`src/rtl/trap_sequencer_if.sv`:
```
// Trap sequencer bus: pipeline trap events and CSR values in, CSR secondary
// write port plus pipeline stall/redirect controls out.
interface trap_sequencer_if;
  logic        exc_valid;
  logic [31:0] exc_cause;
  logic [31:0] exc_pc;
  logic [31:0] exc_tval;
  logic        mret_valid;
  logic        irq;
  logic [31:0] int_pc;
  logic        ex_csr_we;
  logic [31:0] csr_mtvec;
  logic [31:0] csr_mepc;
  logic [31:0] csr_mstatus;
  logic        csr_we_clint;
  logic [11:0] csr_waddr_clint;
  logic [31:0] csr_wdata_clint;
  logic        hold;
  logic        jump;
  logic [31:0] jump_addr;
  logic        busy;

  modport slave (
    input  exc_valid, exc_cause, exc_pc, exc_tval, mret_valid, irq, int_pc,
           ex_csr_we, csr_mtvec, csr_mepc, csr_mstatus,
    output csr_we_clint, csr_waddr_clint, csr_wdata_clint, hold, jump,
           jump_addr, busy
  );

  modport master (
    output exc_valid, exc_cause, exc_pc, exc_tval, mret_valid, irq, int_pc,
           ex_csr_we, csr_mtvec, csr_mepc, csr_mstatus,
    input  csr_we_clint, csr_waddr_clint, csr_wdata_clint, hold, jump,
           jump_addr, busy
  );
endinterface

```
`src/rtl/trap_sequencer.sv`:
```
// Trap/MRET sequencer: serialises machine-mode CSR updates and the redirect.
// Define TRAP_VECTORED_EN to vector interrupts when mtvec[1:0] == 2'b01.
module trap_sequencer (
  input logic              clk,
  input logic              rst,
  trap_sequencer_if.slave  bus
);
  typedef enum logic [2:0] {
    IDLE, W_MEPC, W_MCAUSE, W_MTVAL, W_MSTATUS, R_MSTATUS, JUMP
  } state_t;

  state_t      state, state_nxt;
  logic [31:0] cause_q, mepc_q, tval_q, mstatus_q;
  logic        mret_q, irq_q;
  logic        idle, acc_exc, acc_mret, acc_irq;
  logic [31:0] trap_mstatus, mret_mstatus, trap_base, trap_target;

  // rst gates acceptance so hold stays low while reset is asserted
  assign idle     = (state == IDLE) && !rst;
  assign acc_exc  = idle && bus.exc_valid;
  assign acc_mret = idle && !bus.exc_valid && bus.mret_valid;
  assign acc_irq  = idle && !bus.exc_valid && !bus.mret_valid &&
                    bus.irq && bus.csr_mstatus[3];

  always_ff @(posedge clk or posedge rst) begin
    if (rst) begin
      state     <= IDLE;
      cause_q   <= '0;
      mepc_q    <= '0;
      tval_q    <= '0;
      mstatus_q <= '0;
      mret_q    <= 1'b0;
      irq_q     <= 1'b0;
    end else begin
      state <= state_nxt;
      if (acc_exc || acc_mret || acc_irq) begin
        cause_q   <= acc_exc ? bus.exc_cause : (acc_irq ? 32'h8000_000B : 32'h0);
        mepc_q    <= acc_exc ? bus.exc_pc    : (acc_irq ? bus.int_pc    : 32'h0);
        tval_q    <= acc_exc ? bus.exc_tval  : 32'h0;
        mstatus_q <= bus.csr_mstatus;
        mret_q    <= acc_mret;
        irq_q     <= acc_irq;
      end
    end
  end

  // trap: MPIE<=MIE, MIE<=0, MPP<=M ; mret: MIE<=MPIE, MPIE<=1, MPP<=M
  assign trap_mstatus = {mstatus_q[31:13], 2'b11, mstatus_q[10:8], mstatus_q[3],
                         mstatus_q[6:4], 1'b0, mstatus_q[2:0]};
  assign mret_mstatus = {mstatus_q[31:13], 2'b11, mstatus_q[10:8], 1'b1,
                         mstatus_q[6:4], mstatus_q[7], mstatus_q[2:0]};
  assign trap_base    = {bus.csr_mtvec[31:2], 2'b00};

`ifdef TRAP_VECTORED_EN
  assign trap_target = (irq_q && bus.csr_mtvec[1:0] == 2'b01) ?
                       trap_base + {cause_q[29:0], 2'b00} : trap_base;
`else
  logic unused_mtvec_mode;
  assign unused_mtvec_mode = ^{bus.csr_mtvec[1:0], irq_q};
  assign trap_target = trap_base;
`endif

  always_comb begin
    state_nxt           = state;
    bus.csr_we_clint    = 1'b0;
    bus.csr_waddr_clint = 12'h0;
    bus.csr_wdata_clint = 32'h0;
    bus.hold            = (state != IDLE);
    bus.jump            = 1'b0;
    bus.jump_addr       = 32'h0;
    case (state)
      IDLE: begin
        bus.hold = acc_exc || acc_mret || acc_irq;
        if (acc_exc || acc_irq) state_nxt = W_MEPC;
        else if (acc_mret)      state_nxt = R_MSTATUS;
      end
      W_MEPC, W_MCAUSE, W_MTVAL, W_MSTATUS, R_MSTATUS: begin
        // the EX stage owns the CSR file this cycle; retry next cycle
        if (!bus.ex_csr_we) begin
          bus.csr_we_clint = 1'b1;
          case (state)
            W_MEPC:    begin bus.csr_waddr_clint = 12'h341; bus.csr_wdata_clint = mepc_q;       state_nxt = W_MCAUSE;  end
            W_MCAUSE:  begin bus.csr_waddr_clint = 12'h342; bus.csr_wdata_clint = cause_q;      state_nxt = W_MTVAL;   end
            W_MTVAL:   begin bus.csr_waddr_clint = 12'h343; bus.csr_wdata_clint = tval_q;       state_nxt = W_MSTATUS; end
            W_MSTATUS: begin bus.csr_waddr_clint = 12'h300; bus.csr_wdata_clint = trap_mstatus; state_nxt = JUMP;      end
            default:   begin bus.csr_waddr_clint = 12'h300; bus.csr_wdata_clint = mret_mstatus; state_nxt = JUMP;      end
          endcase
        end
      end
      JUMP: begin
        bus.jump      = 1'b1;
        bus.jump_addr = mret_q ? bus.csr_mepc : trap_target;
        state_nxt     = IDLE;
      end
      default: state_nxt = IDLE;
    endcase
  end

  assign bus.busy = (state != IDLE);
endmodule

```
`src/flat_wrapper.sv`:
```
// flat-port wrapper written by rule: the top's interface ports become plain ports
module trap_sequencer_flat 
  (clk, rst, bus_exc_valid, bus_exc_cause, bus_exc_pc, bus_exc_tval, bus_mret_valid, bus_irq, bus_int_pc, bus_ex_csr_we, bus_csr_mtvec, bus_csr_mepc, bus_csr_mstatus, bus_csr_we_clint, bus_csr_waddr_clint, bus_csr_wdata_clint, bus_hold, bus_jump, bus_jump_addr, bus_busy);
  trap_sequencer_if bus_i ();
  input logic clk;
  input logic rst;
  input wire logic [$bits(bus_i.exc_valid)-1:0] bus_exc_valid;
  input wire logic [$bits(bus_i.exc_cause)-1:0] bus_exc_cause;
  input wire logic [$bits(bus_i.exc_pc)-1:0] bus_exc_pc;
  input wire logic [$bits(bus_i.exc_tval)-1:0] bus_exc_tval;
  input wire logic [$bits(bus_i.mret_valid)-1:0] bus_mret_valid;
  input wire logic [$bits(bus_i.irq)-1:0] bus_irq;
  input wire logic [$bits(bus_i.int_pc)-1:0] bus_int_pc;
  input wire logic [$bits(bus_i.ex_csr_we)-1:0] bus_ex_csr_we;
  input wire logic [$bits(bus_i.csr_mtvec)-1:0] bus_csr_mtvec;
  input wire logic [$bits(bus_i.csr_mepc)-1:0] bus_csr_mepc;
  input wire logic [$bits(bus_i.csr_mstatus)-1:0] bus_csr_mstatus;
  output wire logic [$bits(bus_i.csr_we_clint)-1:0] bus_csr_we_clint;
  output wire logic [$bits(bus_i.csr_waddr_clint)-1:0] bus_csr_waddr_clint;
  output wire logic [$bits(bus_i.csr_wdata_clint)-1:0] bus_csr_wdata_clint;
  output wire logic [$bits(bus_i.hold)-1:0] bus_hold;
  output wire logic [$bits(bus_i.jump)-1:0] bus_jump;
  output wire logic [$bits(bus_i.jump_addr)-1:0] bus_jump_addr;
  output wire logic [$bits(bus_i.busy)-1:0] bus_busy;
  assign bus_i.exc_valid = bus_exc_valid;
  assign bus_i.exc_cause = bus_exc_cause;
  assign bus_i.exc_pc = bus_exc_pc;
  assign bus_i.exc_tval = bus_exc_tval;
  assign bus_i.mret_valid = bus_mret_valid;
  assign bus_i.irq = bus_irq;
  assign bus_i.int_pc = bus_int_pc;
  assign bus_i.ex_csr_we = bus_ex_csr_we;
  assign bus_i.csr_mtvec = bus_csr_mtvec;
  assign bus_i.csr_mepc = bus_csr_mepc;
  assign bus_i.csr_mstatus = bus_csr_mstatus;
  assign bus_csr_we_clint = bus_i.csr_we_clint;
  assign bus_csr_waddr_clint = bus_i.csr_waddr_clint;
  assign bus_csr_wdata_clint = bus_i.csr_wdata_clint;
  assign bus_hold = bus_i.hold;
  assign bus_jump = bus_i.jump;
  assign bus_jump_addr = bus_i.jump_addr;
  assign bus_busy = bus_i.busy;
  trap_sequencer u_core (.clk(clk), .rst(rst), .bus(bus_i));
endmodule
```
`config.mk`:
```
export PLATFORM = sky130hd
export DESIGN_NAME = trap_sequencer_flat
export DESIGN_NICKNAME = d
export VERILOG_FILES = /design/src/rtl/trap_sequencer_if.sv /design/src/rtl/trap_sequencer.sv /design/src/flat_wrapper.sv
export SDC_FILE = /design/constraint.sdc
export NUM_CORES = 1
export LEC_CHECK = 0
export ABC_AREA = 1
export CORE_ASPECT_RATIO = 1.1
export CORE_MARGIN = 3
export CORE_UTILIZATION = 40
export CTS_CLUSTER_SIZE = 16
export DETAILED_ROUTE_END_ITERATION = 6
export HOLD_SLACK_MARGIN = 0.08
export PLACE_DENSITY_LB_ADDON = 0.05
export SKIP_CTS_REPAIR_TIMING = 1
export SKIP_LAST_GASP = 1
export SYNTH_ARGS = -nofsm -noshare
export SYNTH_HDL_FRONTEND = slang
export SYNTH_SLANG_ARGS = --single-unit
```
`constraint.sdc`:
```
create_clock -name clk -period 6.1 [get_ports clk]
set_clock_uncertainty 0.1 [all_clocks]
set_input_delay 0.61 -clock clk [delete_from_list [all_inputs] [get_ports clk]]
set_output_delay 0.61 -clock clk [all_outputs]
set_load 0.02 [all_outputs]
```
Word-level counts from Yosys, hierarchy flattened
Cells that the tools add are included.
Widths: inputs -> output; s select.

storage, ports and cells
  word-level logic and storage cells = 53
  bits in read-only memories = 0
  output and inout port bits = 80
  register bits = 132
  memories kept = 0
  bits in writable memories = 0
  latch bits = 0

cells by class
  shift-type cells = 0
  multipliers = 0
  divide/modulo/power cells = 0
  add/subtract/negate cells = 0
  equality and inequality tests = 8
  reductions and logical operators = 17
  muxes and demuxes = 22
  magnitude comparators = 0
  bitwise operators = 0

operators with widths
  cell                count
  $mux 32             9
  $pmux 32 s4         1
  $mux 12             2
  $pmux 7 s3          1
  $eq 3x3->1 const B  3
  $mux 3              3
  $pmux 3 s3          1
  $logic_and 1x1->1   7
  $eq 3x2->1 const B  2
  $pmux 3 s2          1
  $reduce_or 5->1     1
  $mux 1              4
  $eq 3x1->1 const B  1
  $logic_not 1->1     3
  $logic_not 3->1     1
  $logic_or 1x1->1    3
  $ne 3x2->1 const B  1
  $reduce_bool 3->1   1
  $ne 2x2->1 const B  1
  $reduce_and 2->1    1

Logic depth before layout (Yosys ltp)
Gate-level depths: netlist of the first run.

  depth in word-level cells = 9
  depth in mapped cells = 11
  gate-level depth less buffers = 8

Worst setup path before layout of the first run
OpenSTA, ideal clock, no wires.

  path type = input-to-reg
  start = in rst
  end = reg u_core.mepc_q[10]
  required time = 5.935 ns
  cell stages on the path = 6
  slack = 1.500 ns
  setup time = 0.065 ns
  path buffers = 1
  arrival time = 4.435 ns
  cell sequence = inv_1 -> nand3_2 -> nor2_2 -> clkbuf_1 -> a22oi_1 -> nand2_1

between the ends
  cells in the longest elaborated chain, start to end = 8
  elaborated cells on any way between the ends = 12
  classes of those cells = 2 x mux; 10 x reduce/logical

ends and longest elaborated chain
  item                             RTL line                                    text
  start, declared                  flat_wrapper.sv:6                           input logic rst;
  $logic_not 1->1 (*)              trap_sequencer.sv:19                        assign idle = (state == IDLE) && !rst;
  $logic_and 1x1->1 (*)            trap_sequencer.sv:19
  $logic_and 1x1->1                trap_sequencer.sv:21, trap_sequencer.sv:22
  $logic_and 1x1->1 (2 in series)  trap_sequencer.sv:22                        assign acc_irq = idle && !bus.exc_valid && !bus.mret_valid &&
  $logic_and 1x1->1                trap_sequencer.sv:23                        bus.irq && bus.csr_mstatus[3];
  $mux 32 (2 in series)            trap_sequencer.sv:38                        mepc_q <= acc_exc ? bus.exc_pc : (acc_irq ? bus.int_pc : 32'h0);
  end signal, assigned             trap_sequencer.sv:38
  end, declared                    trap_sequencer.sv:13                        logic [31:0] cause_q, mepc_q, tval_q, mstatus_q;

Every way passes the cells marked *; elsewhere a longest branch is shown, timed or not.
A chain may end at the register's enable or synchronous reset.

Worst setup path in the final report of the first run
  start = reg u_core.state[1]
  end = out bus_csr_wdata_clint[8]

between the ends
  cells in the longest elaborated chain, start to end = 4
  elaborated cells on any way between the ends = 9
  classes of those cells = 5 x eq/ne; 3 x mux; 1 x reduce/logical

ends and longest elaborated chain
  item                                      RTL line                                    text
  start, declared                           trap_sequencer.sv:12                        state_t state, state_nxt;
  start signal, assigned                    trap_sequencer.sv:35                        state <= state_nxt;
  $eq 3x3->1, or another cell as far along  trap_sequencer.sv:71, trap_sequencer.sv:81
  $pmux 32 s4                               trap_sequencer.sv:81                        case (state)
  $mux 32                                   trap_sequencer.sv:79                        if (!bus.ex_csr_we) begin
  $mux 32 (*)                               trap_sequencer.sv:71                        case (state)
  end, declared                             flat_wrapper.sv:20                          output wire logic [$bits(bus_i.csr_wdata_clint)-1:0] bus_csr_wdata_clint;

Marked as above.

==> results of run 1 <==
==> worst max-delay path: stages (launching register included) <==
cell and delay [ns]:
dfrtp_1 0.57, nand3_1 0.49, inv_1 0.96, nand2_1 0.13, o211ai_1 0.13, a21oi_1 0.06
nor2_1 0.14, clkdlybuf4s50_1 0.62
==> layout make-up <==
class                   count  area, um^2  share of cell area [%]
diodes                      1       2.502                 0.02427
clock buffers              24       491.7                   4.768
clock inverters             6       55.05                  0.5339
inverters                  59       227.7                   2.208
multi-input cells         695        2999                   29.08
flip-flops and latches    130        3253                   31.55
well taps                 204       255.2                   2.475
repair buffers            304        3028                   29.36
==> worst min path at each step <==
stage / start / endpoint / slack (ns) / depth (start not counted)
3_3_place_gp: u_core.mstatus_q[18] / u_core.mstatus_q[18] / 0.35 / 2
5_1_grt: u_core.tval_q[26] / u_core.tval_q[26] / 0.38 / 2
2_1_floorplan: u_core.mstatus_q[7] / u_core.mstatus_q[7] / 0.34 / 2
6_report: u_core.mstatus_q[17] / u_core.mstatus_q[17] / 0.37 / 2
4_1_cts: u_core.mstatus_q[10] / u_core.mstatus_q[10] / 0.37 / 2
3_5_place_dp: u_core.tval_q[6] / u_core.tval_q[6] / 0.36 / 2
==> sequential cells by signal, indices dropped and copies added, names as in the netlist <==
name,flops
u_core.cause_q,32
u_core.mepc_q,32
u_core.tval_q,32
u_core.state,3
u_core.mret_q,1
u_core.mstatus_q,30
==> synthesized netlist by cell type, drive strengths merged <==
master    n  area share (%)
a21oi    23             1.7
a22oi    32             3.5
a31oi     6            0.55
a41oi    17             2.2
buf      48             5.1
clkbuf   16            0.88
conb      1           0.055
dfrtp   130              48
inv      59             3.2
nand2   544              30
nand3     8            0.73
nor2     23             1.6
nor3      2            0.31
o211ai    3            0.33
o21ai    29             2.2
o22ai     1           0.092
==> power groups by stage <==
stage,Sequential (mW),Clock (mW),Combinational [mW]
finish,1.50,0.945,1.79
global route,1.55,0.998,2.01
CTS,1.50,0.962,1.82
detailed placement,1.51,0,1.82
global placement,1.50,0,1.78
floorplan,1.43,0,1.20
==> per-stage QoR <==
stage | worst slack, ns | hold WS, ns
floorplan | 1.500 | 0.3367
global placement | 1.999 | 0.3535
detailed placement | 2.001 | 0.3583
CTS | 1.861 | 0.3716
global route | 1.631 | 0.3814
finish | 1.873 | 0.3671
==> metal layers <==
layer | wire (um) | GRT usage (%) | part of all wire (%) | vias to the layer above
met2 | 11170 | 40.47 | 49 | 258
met4 | 461 | 7.796 | 2.0 | 0
met5 | 0 | 0 | 0 | -
li1 | - | - | - | 3447
met1 | 9164 | 29.62 | 40 | 3201
met3 | 2124 | 7.594 | 9.3 | 28
==> cells by family after synthesis <==
kind of cell | after synthesis | synth area share (%)
compound gates | 111 | 10.53
buf+inv | 123 | 9.211
flops | 130 | 47.61
other cells | 1 | 0.05488
simple gates | 577 | 32.59
==> impl_metrics.env, run 1 <==
export IMPL_nets=1437
export IMPL_cts_tree="done"
export IMPL_dieHeight_um=143.1
export IMPL_fin_crit_sh_pct=69.29
export IMPL_sw_frac_of_total_pct=39.39
export IMPL_grt_max_degree=77
export IMPL_worstPathRequired_ns=5.39
export IMPL_io_buffers=298
export IMPL_cts_buffers_inserted=17
export IMPL_finalPower_mw=4.241
export IMPL_grt_pass1_vias=6525
export IMPL_path_class="flop to primary output"
export IMPL_rsz0062_at_grt="no"
export IMPL_cts_buffer_depth=2
export IMPL_ir_drop_mv=0.2202
export IMPL_combPwrFrac_pct=42.3
export IMPL_placedCellCount=1392
export IMPL_power_net_switching_mw=1.671
export IMPL_ff2ff_path_depth=10
export IMPL_worst_pin_slew_ns=1.122
export IMPL_power_leakage_nw=5.036
export IMPL_status="finished clean"
export IMPL_grt_overflow=0
export IMPL_stdcell_area_um2=10310
export IMPL_track_usage_pct=24.16
export IMPL_r2r_end="u_core.mepc_q[6]"
export IMPL_p_int_mw=2.570
export IMPL_critPathLaunchType="flop"
export IMPL_r2r_setup_slack_ns=2.54
export IMPL_core_rowCount=49
export IMPL_slew_viol_final=0
export IMPL_crit_start="u_core.state[1]"
export IMPL_fin_setup_tns_ns=0
export IMPL_cts_sinks=130
export IMPL_die_w_um=130.6
export IMPL_placed_area_um2=9763
export IMPL_syn2layout_area_growth_pct=50.92
export IMPL_vias_per_cell=4.873
export IMPL_synth_seq_cells=130
export IMPL_drive_gt1_share_pct=4.269
export IMPL_syn_area_um2=6833
export IMPL_vias=6934
export IMPL_final_cell_mix="nand2_1, clkdlybuf4s50_1, dfrtp_1, inv_1, a22oi_1"
export IMPL_grt_first_pass_wirelength_um=34580
export IMPL_wl_um=22920
export IMPL_die_area_um2=18690
export IMPL_gp_congestion=0.7618
export IMPL_cp_end_kind="primary output"
export IMPL_worstPathMaxFanout=22
export IMPL_ant_nets=0
export IMPL_max_cap_viol_count=0
export IMPL_antenna_found_initial=0
export IMPL_fmax_mhz=236.6
export IMPL_synthCells=942
export IMPL_syn_area_per_cell_um2=7.254
export IMPL_hpwl_um=15500
export IMPL_remaining_drc_errors=0
export IMPL_stdcell_count=1423
export IMPL_seq_power_share_pct=35.4
export IMPL_routedWlPerCell_um=16.10
export IMPL_power_density_nw_per_um2=411.3
export IMPL_clk_pin_slew_ns=0.05
export IMPL_relSlewSlack_pct=24.94
export IMPL_worstSetupEndpoint="bus_csr_wdata_clint[8]"
export IMPL_ios=310
export IMPL_arrival_ns=3.52
export IMPL_setup_viol=0
export IMPL_clk_latency_ns=0.41
export IMPL_ys_types=26
export IMPL_start_util_pct=41.28
export IMPL_num_fill_cells=1573
export IMPL_hold_viol_final=0
export IMPL_timing_rr_start="u_core.state[0]"
export IMPL_dr_first_iter_drc_count=438
export IMPL_layout_commonest_cell="nand2_1"
export IMPL_min_path_type="flop to flop"
export IMPL_h_tree_depth=4
export IMPL_core_area_um2=16550
export IMPL_post_route_min_period_ns=4.227
export IMPL_utilization_pct=62.30
export IMPL_first_pass_iters=5
export IMPL_cts_root_buffer="clkbuf_16"
export IMPL_p_clk_share_pct=22.3
export IMPL_ys_seq_area_share_pct=47.61
export IMPL_ys_warn_count=0
No activity file was read; power rests on OpenSTA's default activity.
==> run 2, diff against run 1 <==
- clock period: 6.1 -> 4.3 ns (I/O delays scaled with it)
==> impl_metrics.env, run 2 (same netlist as run 1, synthesis figures left out) <==
export IMPL_cts_tree="done"
export IMPL_clk_pin_slew_ns=0.06
export IMPL_wl_um=22820
export IMPL_hold_viol_final=0
export IMPL_ios=310
export IMPL_fin_crit_sh_pct=85.92
export IMPL_rsz0062_at_grt="no"
export IMPL_path_class="flop to primary output"
export IMPL_cts_root_buffer="clkbuf_16"
export IMPL_vias=6881
export IMPL_fin_ws_ns=0.6056
export IMPL_dieHeight_um=143.1
export IMPL_die_area_um2=18690
export IMPL_fin_setup_tns_ns=0
export IMPL_relSlewSlack_pct=26.95
export IMPL_grt_first_pass_wirelength_um=34680
export IMPL_io_buffers=298
export IMPL_power_leakage_nw=5.086
export IMPL_core_rowCount=49
export IMPL_slew_viol_final=0
export IMPL_status="finished clean"
export IMPL_placedCellCount=1399
export IMPL_syn2layout_area_growth_pct=53.01
export IMPL_drive_gt1_share_pct=5.139
export IMPL_antenna_found_initial=2
export IMPL_finalPower_mw=6.219
export IMPL_stdcell_count=1431
export IMPL_first_pass_iters=5
export IMPL_worst_pin_slew_ns=1.096
export IMPL_cts_sinks=130
export IMPL_arrival_ns=3.16
export IMPL_power_density_nw_per_um2=594.8
export IMPL_max_cap_viol_count=0
export IMPL_ir_drop_mv=0.2706
export IMPL_top_regs="u_core.cause_q: 32 flops, u_core.mepc_q: 32 flops, u_core.tval_q: 32 flops"
export IMPL_h_tree_depth=4
export IMPL_stdcell_area_um2=10460
export IMPL_pre_cts_slack_ns=1.087
export IMPL_hold_slack_ns=0.3668
export IMPL_remaining_drc_errors=0
export IMPL_hpwl_um=15690
export IMPL_placed_area_um2=9827
export IMPL_setup_viol=0
export IMPL_gp_congestion=0.8051
export IMPL_cp_end_kind="primary output"
export IMPL_die_w_um=130.6
export IMPL_fmax_mhz=270.7
export IMPL_routedWlPerCell_um=15.95
export IMPL_dr_first_iter_drc_count=332
export IMPL_track_usage_pct=23.85
export IMPL_worstPathMaxFanout=22
export IMPL_grt_max_degree=93
export IMPL_vias_per_cell=4.809
export IMPL_worstPathRequired_ns=3.77
export IMPL_layout_commonest_cell="nand2_1"
export IMPL_min_path_type="flop to flop"
export IMPL_utilization_pct=63.16
export IMPL_critPathLaunchType="flop"
export IMPL_nets=1444
export IMPL_grt_pass1_vias=6592
export IMPL_ant_nets=0
export IMPL_start_util_pct=41.28
export IMPL_core_area_um2=16550
export IMPL_clk_latency_ns=0.41
export IMPL_cts_buffers_inserted=17
export IMPL_grt_overflow=0
export IMPL_post_route_min_period_ns=3.694
export IMPL_cts_buffer_depth=2
export IMPL_final_cell_mix="nand2_1, clkdlybuf4s50_1, dfrtp_1, inv_1, a22oi_1"
-- run 2: cell count changes in the layout (fill, tap and decap cells not counted) --
cell / delta
buf_4: +6
clkbuf_8: -3
inv_6: -1
buf_12: +1
clkinv_4: +3
clkinv_2: -3
clkinvlp_4: +5
clkbuf_1: -3
bufinv_16: +3
-- run 2: worst paths after layout --
path	startpoint	end	slack (ns)	cells after the start
worst max-delay path	u_core.state[1]	bus_csr_wdata_clint[17]	0.61	6
worst min-delay path	u_core.cause_q[13]	u_core.cause_q[13]	0.37	2
worst max register to register	u_core.state[1]	u_core.mepc_q[21]	1.79	10
worst min register to register	u_core.cause_q[13]	u_core.cause_q[13]	0.37	2
max in group asynchronous	rst	u_core.mstatus_q[10]	2.08	4
min in group asynchronous	rst	u_core.state[2]	0.78	3
-- run 2: cell type report --
class                      count  area [um^2]
antenna                        1        2.502
inverter                      59        226.5
timing repair buffer         311         3093
sequential                   130         3253
clock buffer                  18        439.2
tap                          204        255.2
clock inverter                13        186.4
fill                        1543         6098
multi-input combinational    695         2999
-- run 2: critical path, cell delays in order (launching register included) --
cell,delay [ns]
dfrtp_1,0.59
nand3_1,0.13
buf_4,0.20
inv_1,0.77
nand2_1,0.14
a41oi_1,0.25
clkdlybuf4s50_1,0.68
-- run 2: layer usage --
layer / vias up / GRT usage, % / wire [um]
li1: 3467 / - / -
met1: 3134 / 27.90 / 8991
met2: 250 / 42.09 / 11430
met3: 28 / 6.697 / 1915
met4: 2 / 7.580 / 471
met5: - / 0 / 13
-- run 2: report_power, final --
part           total (mW)  internal (mW)  leakage, nW  switching [mW]
logic                2.60           1.03         3.13            1.57
registers            2.10           1.79         1.66           0.308
clock network        1.52          0.982        0.294           0.537
total                6.22           3.81         5.09            2.41
==> run 3, diff against run 2 <==
- GPL_TIMING_DRIVEN: unset -> 0
==> impl_metrics.env, run 3 (same netlist as run 1, synthesis figures left out) <==
export IMPL_grt_overflow=0
export IMPL_rsz0062_at_grt="no"
export IMPL_vias=7219
export IMPL_path_class="flop to primary output"
export IMPL_cts_tree="done"
export IMPL_critPathMaxStageDelay_ns=0.67
export IMPL_dieHeight_um=143.1
export IMPL_min_path_type="flop to flop"
export IMPL_fin_crit_sh_pct=81.01
export IMPL_cts_sinks=130
export IMPL_stdcell_area_um2=10760
export IMPL_drive_gt1_share_pct=7.806
export IMPL_gp_congestion=0.8104
export IMPL_ir_drop_mv=0.3369
export IMPL_cp_end_kind="primary output"
export IMPL_cts_root_buffer="clkbuf_16"
export IMPL_core_area_um2=16550
export IMPL_relSlewSlack_pct=49.08
export IMPL_routedWlPerCell_um=17.59
export IMPL_die_w_um=130.6
export IMPL_nets=1498
export IMPL_post_route_min_period_ns=3.484
export IMPL_max_cap_viol_count=0
export IMPL_clk_latency_ns=0.42
export IMPL_final_cell_mix="nand2_1, clkdlybuf4s50_1, dfrtp_1, inv_1, a22oi_1"
export IMPL_slew_viol_final=0
export IMPL_diodes=0
export IMPL_status="finished clean"
export IMPL_power_leakage_nw=5.302
export IMPL_worstPathRequired_ns=3.77
export IMPL_fmax_mhz=287.1
export IMPL_vias_per_cell=4.861
export IMPL_antenna_found_initial=0
export IMPL_layout_commonest_cell="nand2_1"
export IMPL_start_util_pct=41.28
export IMPL_arrival_ns=2.95
export IMPL_cp_slowest_cell="clkdlybuf4s50_1"
export IMPL_stdcell_count=1485
export IMPL_cts_buffer_depth=2
export IMPL_grt_first_pass_wirelength_um=39270
export IMPL_wl_um=26130
export IMPL_crit_path_cell_trace="inv_2 -> nand3_1 -> inv_1 -> clkbuf_1 -> nand2_1 -> a41oi_1 -> clkdlybuf4s50_1"
export IMPL_worstPathMaxFanout=10
export IMPL_syn2layout_area_growth_pct=57.48
export IMPL_hold_viol_final=0
export IMPL_core_rowCount=49
export IMPL_placed_area_um2=10160
export IMPL_cts_buffers_inserted=17
export IMPL_die_area_um2=18690
export IMPL_dr_first_iter_drc_count=396
export IMPL_placedCellCount=1453
export IMPL_utilization_pct=65.00
export IMPL_track_usage_pct=28.01
export IMPL_io_buffers=298
export IMPL_first_pass_iters=5
export IMPL_path_buf_inv=4
export IMPL_grt_max_degree=43
export IMPL_top_regs="u_core.cause_q: 32 flops, u_core.mepc_q: 32 flops, u_core.tval_q: 32 flops"
export IMPL_critPathLaunchType="flop"
export IMPL_ios=310
export IMPL_power_density_nw_per_um2=593.0
export IMPL_ant_nets=0
export IMPL_remaining_drc_errors=0
export IMPL_clk_pin_slew_ns=0.06
export IMPL_grt_pass1_vias=6958
export IMPL_setup_viol=0
export IMPL_h_tree_depth=4
export IMPL_hpwl_um=19630
export IMPL_worst_pin_slew_ns=0.7638
export IMPL_crit_family="buffers and inverters"
-- run 3: metal layers --
layer	routed length [um]	track usage (%)	vias to the layer above
li1	-	-	3588
met1	10290	34.78	3295
met2	12950	47.43	294
met3	2174	7.407	42
met4	717	8.988	0
met5	0	0	-
-- run 3: area by class of cell --
class,instances,area [um^2]
buffer,64,407.9
clock buffer,18,439.2
clock inverter,14,163.9
fill,1475,5793
inverter,59,225.2
multi-input combinational,695,2973
sequential,130,3253
tap,204,255.2
timing repair buffer,301,3043
-- run 3: report_power, final --
part,total (mW),switching (mW),internal (mW)
Sequential,2.09,0.299,1.79
Clock,1.46,0.544,0.921
Combinational,2.82,1.70,1.13
Total,6.38,2.54,3.84
-- run 3: worst register-to-register path, cell delays in order (launching register included) --
cell and delay [ns]:
dfrtp_1 0.47, nor2_4 0.19, nand3_2 0.12, nor3_4 0.57
buf_2 0.47, a22oi_1 0.19, nand2_1 0.10
-- run 3: final timing paths --
kind	startpoint	endpoint	slack, ns	cells after the start
worst max-delay path	u_core.state[2]	bus_csr_wdata_clint[19]	0.82	7
worst min-delay path	u_core.mstatus_q[28]	u_core.mstatus_q[28]	0.37	2
worst max register to register	u_core.state[0]	u_core.mepc_q[13]	2.02	6
worst min register to register	u_core.mstatus_q[28]	u_core.mstatus_q[28]	0.37	2
max in group asynchronous	rst	u_core.cause_q[28]	3.00	3
min in group asynchronous	rst	u_core.cause_q[7]	0.47	2
-- run 3: stage by stage --
stage | setup slack [ns] | hold slack, ns | total power, mW | setup TNS, ns
after CTS | 0.8292 | 0.3714 | 6.406 | 0
after global routing | 0.6134 | 0.3909 | 6.833 | 0
after global placement | -1.249 | 0.3533 | 4.855 | -91.84
final | 0.8165 | 0.3696 | 6.381 | 0
after floorplan | 0.8542 | 0.3367 | 3.725 | 0
after detailed placement | 1.094 | 0.3584 | 4.916 | 0
==> RTL change, RTL diff (settings of run 3) <==
The 7 states of `state_t` get a one-hot encoding in 7 bits.
--- a/src/rtl/trap_sequencer.sv
+++ b/src/rtl/trap_sequencer.sv
@@ -6,6 +6,6 @@
   trap_sequencer_if.slave  bus
 );
-  typedef enum logic [2:0] {
-    IDLE, W_MEPC, W_MCAUSE, W_MTVAL, W_MSTATUS, R_MSTATUS, JUMP
+  typedef enum logic [6:0] {
+    IDLE = 7'b0000001, W_MEPC = 7'b0000010, W_MCAUSE = 7'b0000100, W_MTVAL = 7'b0001000, W_MSTATUS = 7'b0010000, R_MSTATUS = 7'b0100000, JUMP = 7'b1000000
   } state_t;
 
Formal check against the unedited RTL: no difference found for any inputs over 4 cycles, from zero or initial values and one cycle with rst high; so few cycles prove little.
==> RTL change against run 3 <==
Global-route usage increased by 2.3 points. Critical path type unchanged. Total power decreased by 6.6%. Design area increased by 3.2%. First-iteration DRC count increased by 62%. Count of clock-buffer cells in the layout increased by 3. Area after synthesis increased by 5.5%. Synthesized cell count increased by 5.4%. Die area increased by 5.3%. Sequential cell count increased by 4. Routed wire length increased by 17%. Critical path depth increased by 4. Worst setup slack got worse by 0.099 ns.
==> RTL change: results (changes against run 3) <==
metric	value	unit	change
Final #Nets	1545		+3.1%
layout cell share with drive strength beyond 1	0.07455		-0.003516
Worst R2R Path Depth	8		+2
Layout Cells excl Fill	1562		+5.2%
WHS Endpoint	u_core.mstatus_q[3]		
IO buf count	296		-0.67%
hold_sp	bus_csr_mstatus[3]		
reg-to-reg startpoint	u_core.state[0]		
Placed Instances	1530		+5.3%
drt first-iter violations	642		+62%
post-DP HPWL	23650	um	+20%
status	completed		
first-pass GRT wire length	45220	um	+15%
clk_lat worst skew	0.43	ns	
gr usage total	0.3033		+0.02327
Post-synth top cells	nand2_1, nand3_1, dfrtp_1		
peak supply drop	0.0003454	V	+2.5%
hold crit path type	input pin to register		
largest net degree at the start of global routing	72		+67%
Hold Crit Depth	3		+1
CP arrival	3.05	ns	+0.10 ns
routability cong.	0.9002		+11%
slew margin rel.	0.5343		+0.04346
internal power	3.622	mW	-5.7%
r2r endpoint	u_core.mepc_q[26]		
Pleak	5.252	nW	-0.94%
Synth Instances	993		+5.4%
Hold WS	0.2565	ns	-0.1131 ns
DRT Wirelength	30520	um	+17%
crit path from	u_core.state[5]		
vias in the first global route	7899		+14%
post-synth cell types	25		-3.8%
flop2flop setup slack	2.15	ns	+0.13 ns
[RTL change: metrics by stage]
step,instance area (um2),setup WS [ns]
final,11110,0.7174
after global routing,11110,0.5116
after CTS,11110,0.7338
after detailed placement,10520,0.9705
after global placement,10490,-1.059
after floorplan,7236,0.9954
[RTL change: worst max path at each step]
stage | endpoint | slack (ns) | cells after the start
6_report | bus_csr_wdata_clint[0] | 0.72 | 11
5_1_grt | bus_csr_wdata_clint[0] | 0.51 | 11
4_1_cts | bus_csr_wdata_clint[0] | 0.73 | 11
3_5_place_dp | bus_hold | 0.97 | 5
3_3_place_gp | bus_hold | -1.06 | 5
2_1_floorplan | bus_hold | 1.0 | 3
[RTL change: cells by family after synthesis]
kind of cell,Yosys count,synth area share
and+or+nand+nor,636,0.3720
DFF,134,0.4651
other,1,0.0005200
buffers and inverters,127,0.08553
AOI/OAI and AO/OA,95,0.07686
[RTL change: cell type report]
cell class | count | area [um2] | area share
plain buffers | 77 | 429.2 | 0.03863
multi-input cells | 738 | 3263 | 0.2938
inverters | 50 | 192.7 | 0.01735
flip-flops and latches | 134 | 3354 | 0.3020
clock buffers | 21 | 460.4 | 0.04145
well taps | 234 | 292.8 | 0.02636
clock inverters | 11 | 125.1 | 0.01126
repair buffers | 297 | 2990 | 0.2692
[RTL change: power by group through the flow]
stage	Clock [mW]	Combinational, mW	Sequential (mW)
2_1_floorplan	0	1.52	2.01
3_3_place_gp	0	2.27	2.12
3_5_place_dp	0	2.33	2.13
4_1_cts	1.47	2.34	2.12
5_1_grt	1.52	2.59	2.19
6_report	1.47	2.35	2.14
[RTL change: worst max-delay path: cells and delay by family, from the launching register on]
| family | cells | cell delay [ns] |
|---|---|---|
| buffers and inverters | 4 | 1.23 |
| AO/OA/AOI/OAI | 1 | 0.04 |
| flip-flops | 1 | 0.40 |
| AND/OR/NAND/NOR | 6 | 0.95 |
[RTL change: metal layers]
| layer | GRT usage | up-vias | part of all wire |
|---|---|---|---|
| li1 | - | 3849 | - |
| met1 | 0.3672 | 3815 | 0.39 |
| met2 | 0.5137 | 384 | 0.48 |
| met3 | 0.08973 | 63 | 0.096 |
| met4 | 0.1105 | 0 | 0.032 |
| met5 | 0 | - | 0 |
